==> src/rtl/vga_timing.sv <==
// VGA raster timing generator: pixel/line counters with registered syncs, blanking and position outputs.
// Optional free-running frame counter port enabled by defining VGA_TIMING_FRAME_CNT_EN.
module vga_timing #(
  parameter int unsigned H_ACTIVE = 640,
  parameter int unsigned H_FP     = 16,
  parameter int unsigned H_SYNC   = 96,
  parameter int unsigned H_BP     = 48,
  parameter int unsigned V_ACTIVE = 480,
  parameter int unsigned V_FP     = 10,
  parameter int unsigned V_SYNC   = 2,
  parameter int unsigned V_BP     = 33
) (
  input  logic       clk,
  input  logic       rst_n,
  input  logic       pix_en,
  output logic       hsync,
  output logic       vsync,
  output logic       display_en,
  output logic [9:0] x,
  output logic [8:0] y,
  output logic       line_start,
`ifdef VGA_TIMING_FRAME_CNT_EN
  output logic       frame_start,
  output logic [7:0] frame_cnt
`else
  output logic       frame_start
`endif
);

  localparam int unsigned H_TOTAL = H_ACTIVE + H_FP + H_SYNC + H_BP;
  localparam int unsigned V_TOTAL = V_ACTIVE + V_FP + V_SYNC + V_BP;

  localparam logic [9:0] H_LAST   = 10'(H_TOTAL - 1);
  localparam logic [9:0] V_LAST   = 10'(V_TOTAL - 1);
  localparam logic [9:0] H_VIS    = 10'(H_ACTIVE);
  localparam logic [9:0] V_VIS    = 10'(V_ACTIVE);
  localparam logic [9:0] HS_BEG   = 10'(H_ACTIVE + H_FP);
  localparam logic [9:0] HS_END   = 10'(H_ACTIVE + H_FP + H_SYNC);
  localparam logic [9:0] VS_BEG   = 10'(V_ACTIVE + V_FP);
  localparam logic [9:0] VS_END   = 10'(V_ACTIVE + V_FP + V_SYNC);

  logic [9:0] hpos_q, hpos_d;
  logic [9:0] vpos_q, vpos_d;
  logic       hsync_q, hsync_d;
  logic       vsync_q, vsync_d;
  logic       display_en_q, display_en_d;
  logic [9:0] x_q, x_d;
  logic [8:0] y_q, y_d;
  logic       line_start_q, line_start_d;
  logic       frame_start_q, frame_start_d;
`ifdef VGA_TIMING_FRAME_CNT_EN
  logic [7:0] frame_cnt_q, frame_cnt_d;
`endif

  // Outputs are decoded from the next position so they land on the same edge as it.
  always_comb begin
    hpos_d        = hpos_q;
    vpos_d        = vpos_q;
    hsync_d       = hsync_q;
    vsync_d       = vsync_q;
    display_en_d  = display_en_q;
    x_d           = x_q;
    y_d           = y_q;
    line_start_d  = 1'b0;
    frame_start_d = 1'b0;

    if (pix_en) begin
      if (hpos_q == H_LAST) begin
        hpos_d       = '0;
        line_start_d = 1'b1;
        if (vpos_q == V_LAST) begin
          vpos_d        = '0;
          frame_start_d = 1'b1;
        end else begin
          vpos_d = vpos_q + 10'd1;
        end
      end else begin
        hpos_d = hpos_q + 10'd1;
      end

      hsync_d      = !((hpos_d >= HS_BEG) && (hpos_d < HS_END));
      vsync_d      = !((vpos_d >= VS_BEG) && (vpos_d < VS_END));
      display_en_d = (hpos_d < H_VIS) && (vpos_d < V_VIS);
      x_d          = display_en_d ? hpos_d : 10'd0;
      y_d          = display_en_d ? vpos_d[8:0] : 9'd0;
    end
  end

`ifdef VGA_TIMING_FRAME_CNT_EN
  always_comb begin
    frame_cnt_d = frame_cnt_q;
    if (frame_start_d) begin
      frame_cnt_d = frame_cnt_q + 8'd1;
    end
  end
`endif

  // Reset parks the raster at (0,0), which is a visible, non-sync position.
  always_ff @(posedge clk) begin
    if (!rst_n) begin
      hpos_q        <= '0;
      vpos_q        <= '0;
      hsync_q       <= 1'b1;
      vsync_q       <= 1'b1;
      display_en_q  <= 1'b1;
      x_q           <= '0;
      y_q           <= '0;
      line_start_q  <= 1'b0;
      frame_start_q <= 1'b0;
`ifdef VGA_TIMING_FRAME_CNT_EN
      frame_cnt_q   <= '0;
`endif
    end else begin
      hpos_q        <= hpos_d;
      vpos_q        <= vpos_d;
      hsync_q       <= hsync_d;
      vsync_q       <= vsync_d;
      display_en_q  <= display_en_d;
      x_q           <= x_d;
      y_q           <= y_d;
      line_start_q  <= line_start_d;
      frame_start_q <= frame_start_d;
`ifdef VGA_TIMING_FRAME_CNT_EN
      frame_cnt_q   <= frame_cnt_d;
`endif
    end
  end

  assign hsync       = hsync_q;
  assign vsync       = vsync_q;
  assign display_en  = display_en_q;
  assign x           = x_q;
  assign y           = y_q;
  assign line_start  = line_start_q;
  assign frame_start = frame_start_q;
`ifdef VGA_TIMING_FRAME_CNT_EN
  assign frame_cnt   = frame_cnt_q;
`endif

endmodule
==> config.mk <==
export PLATFORM = sky130hd
export DESIGN_NAME = vga_timing
export DESIGN_NICKNAME = d
export VERILOG_FILES = /design/src/rtl/vga_timing.sv
export SDC_FILE = /design/constraint.sdc
export NUM_CORES = 1
export LEC_CHECK = 0
export BUFFER_PORTS_ARGS = -buffer_cell sky130_fd_sc_hd__buf_4
export CAP_MARGIN = 20
export CORE_UTILIZATION = 58
export DETAILED_ROUTE_END_ITERATION = 12
export GPL_TIMING_DRIVEN = 0
export PLACE_DENSITY = 0.79
export SYNTH_ARGS = -nofsm -noshare
export SYNTH_HDL_FRONTEND = slang
export SYNTH_SLANG_ARGS = --single-unit
==> constraint.sdc <==
create_clock -name clk -period 3.1 [get_ports clk]
set_input_delay 0.62 -clock clk [delete_from_list [all_inputs] [get_ports clk]]
set_output_delay 0.62 -clock clk [all_outputs]
set_load 0.01 [all_outputs]
==> impl_metrics.ini <==
[status]
status = complete, no violations

[power]
power_density_mw_per_mm2 = 388
clkPwrFrac = 0.406
irDropWorstVdd_mv = 0.230
p_sw_frac = 0.234
switchingPower_mw = 0.254
leakage_nw = 1.08
combPwrFrac = 0.059
seqPwrFrac = 0.534
p_int_mw = 0.835

[detailed_routing]
antenna_left = 0
vias = 2170
wire_per_inst_microns = 15.3
drt_iter0_drc = 119
via_per_inst = 5.86
first_pass_iters = 5
drc = 0
finalWirelength_mm = 5.65

[worst_setup_path]
slowest_delay_ns = 0.48
slowest_stage = dfxtp_1
cp-start-kind = flip-flop
end_kind = flip-flop
required_ns = 3.29
crit_arrival_ns = 2.82
worstSetupPathType = reg2reg
cp_common_cell = nor4_4
cp_cell_sequence = ha_1 -> nand4b_4 -> nor4_4 -> xnor2_1 -> nor4_4 -> nand3b_4 -> buf_6 -> o21ai_2
cp_max_fo = 10

[synthesis]
ys_seq_elements = 44
synth_edf_count = 0
synth_top_cell_by_area = dfxtp_1
synthArstFlopShare = 0
yosysSeqAreaShare = 0.360
syn_nets = 293
syn-cell-area_sq_mm = 0.00245
synth.distinct_cells = 55
synthCells = 287
avgSynthCellArea_sq_um = 8.53
yosysTopAreaCellShare = 0.360
yosys_warnings = 0
ys.flop_type = dfxtp_1
synth_area_leaders = dfxtp_1 36%, nand2_1 5.8%, nor2_1 4.3%, o21ai_2 3.6%, a21oi_1 3.3%

[global_routing]
antenna_found_initial = 0
grt_max_degree = 14
gr-total-overflow = 0
grt_pass1_vias = 1911
grt_use_total = 0.281
grt_pass1_wl_mm = 9.30

[clock_tree]
clock_latency_ns = 0.30
cts.clk_slew.worst_paths_ns = 0.09
post_cts_buffers = 0
clock_sinks = 44
ctsHtreeMaxLevel = 2
postCtsHoldBufs = 0
cts_buffer_depth = 2
cts-root-buf = clkbuf_8
cts_tree = built
cts.repair.resized = 0
cts_inserted_buffers = 5

[placement]
dp_hpwl_mm = 4.01
portBuffers = 25
routabilityCongestion = 0.937

[sta]
fmax_mhz = 380
setup-tns-final_ns = 0
setup-violations-final = 0
drv_slew = 0
relSlewSlack = 0.501
finalHoldViolations = 0
worst_slew_pin_slew_ns = 0.746
skew_ns = 0.00867
period_needed_ns = 2.63
rsz0062_at_grt = no
finalCritPeriodShare = 0.849

[cells_and_area]
fill_cells = 321
utilization = 0.697
final_nets = 325
diodes = 0
area_delta_synth_final_pct = 14.6
drive_gt1_frac = 0.216

[floorplanning]
core_area_sq_mm = 0.00403
die_w_microns = 67.0
die_h_microns = 67.0
row_count = 23
ioPinCount = 27
start_util = 0.608
die-area_sq_mm = 0.00449

[job]
cap_violations = 0

[worst_hold_path]
hold_path_class = reg2reg
state kept, by name, indices dropped and copies added, names as in the netlist:
| register | cells |
|---|---|
| hpos_q | 10 |
| vpos_q | 10 |
| x | 10 |
| y | 9 |
| display_en | 1 |
| frame_start | 1 |
| hsync | 1 |
| line_start | 1 |
| vsync | 1 |
cell usage in the layout (no fill, tap or decap), drive strengths merged, types with 2 or more instances in the layout:
master,n
o31ai,2
a21oi,16
nand3,15
nor3,12
nand2,38
and3,4
buf,37
a32o,2
inv,5
and3b,2
or3,3
nor4,6
a211oi,5
clkbuf,17
mux2i,5
xor2,9
nand3b,2
dfxtp,44
xnor2,8
o21a,2
ha,3
o21ai,24
a31oi,3
nor2,28
clkinv,2
and4,2
nand4,5
path summary, 6_finish.rpt:
check             cells after the start              startpoint  slack [ns]           endpoint
setup / recovery                      8  hpos_q[0]$_SDFFE_PN0P_        0.47  y[5]$_SDFFE_PN0P_
hold reg to reg                       2       x[4]$_SDFFE_PN0P_        0.46  x[4]$_SDFFE_PN0P_
hold / removal                        2       x[4]$_SDFFE_PN0P_        0.46  x[4]$_SDFFE_PN0P_
setup reg to reg                      8  hpos_q[0]$_SDFFE_PN0P_        0.47  y[5]$_SDFFE_PN0P_
power groups by stage:
stage               clock network [mW]  registers, mW  logic [mW]
floorplan                            0          0.595      0.0425
global placement                     0          0.594      0.0636
detailed placement                   0          0.595      0.0641
CTS                              0.443          0.582      0.0646
global route                     0.470          0.583      0.0718
finish                           0.443          0.582      0.0645
worst max-delay path, delay by kind of cell (launching register included):
family	cells	cell delay (ns)
and+or+nand+nor	4	1.21
DFF	1	0.48
adders and majority gates	1	0.38
xor gates and xnor gates	1	0.21
buffers and inverters	1	0.19
AOI/OAI and AO/OA	1	0.06
Yosys cell counts, drive strengths merged (2+ instances only):
cell and number:
dfxtp 44, xor2 9, and3 4, a21oi 16
and4 2, a31oi 3, nand2 38, a32o 2
nor2 28, ha 3, and3b 2, or3 3
clkbuf 11, nand3 15, inv 5, nor4 6
o21ai 24, a211oi 5, nor3 12, o21a 2
nand4 5, xnor2 8, o31ai 2, buf 12
mux2i 5, nand3b 2
per-stage QoR:
stage / total power, mW / worst slack (ns) / area (sq um) / hold slack [ns] / instances
after floorplan: 0.637 / 0.879 / 2450 / 0.479 / 287
after detailed placement: 0.659 / 0.487 / 2700 / 0.444 / 362
after CTS: 1.09 / 0.463 / 2810 / 0.460 / 370
final: 1.09 / 0.469 / 2810 / 0.457 / 370
after global placement: 0.658 / 0.509 / 2700 / 0.437 / 362
after global routing: 1.13 / 0.278 / 2810 / 0.477 / 370
metal layers:
metal / track usage / part of all wire / vias up
li1: - / - / 1082
met1: 0.384 / 0.46 / 1000
met2: 0.413 / 0.44 / 75
met3: 0.0616 / 0.081 / 13
met4: 0.130 / 0.019 / 0
met5: 0 / 0 / -
layout make-up:
cell class | count | area, sq um | share of cell area
plain buffers | 23 | 121 | 0.0432
clock buffers | 6 | 72.6 | 0.0259
clock inverters | 2 | 35.0 | 0.0125
inverters | 6 | 22.5 | 0.00802
multi-input cells | 214 | 1420 | 0.507
flip-flops and latches | 44 | 881 | 0.314
well taps | 50 | 62.6 | 0.0223
repair buffers | 25 | 188 | 0.0669
logic make-up (layout without fill, tap and decap cells):
family / count (synthesis) / after routing / share of synthesized area
muxes: 6 / 6 / 0.0250
AOI/OAI and AO/OA: 63 / 63 / 0.179
adders and majority gates: 3 / 3 / 0.0153
buffers and inverters: 29 / 62 / 0.0588
xor gates and xnor gates: 17 / 17 / 0.0608
and+or+nand+nor: 125 / 125 / 0.301
DFF: 44 / 44 / 0.360
(Power assumes the default switching activity.)
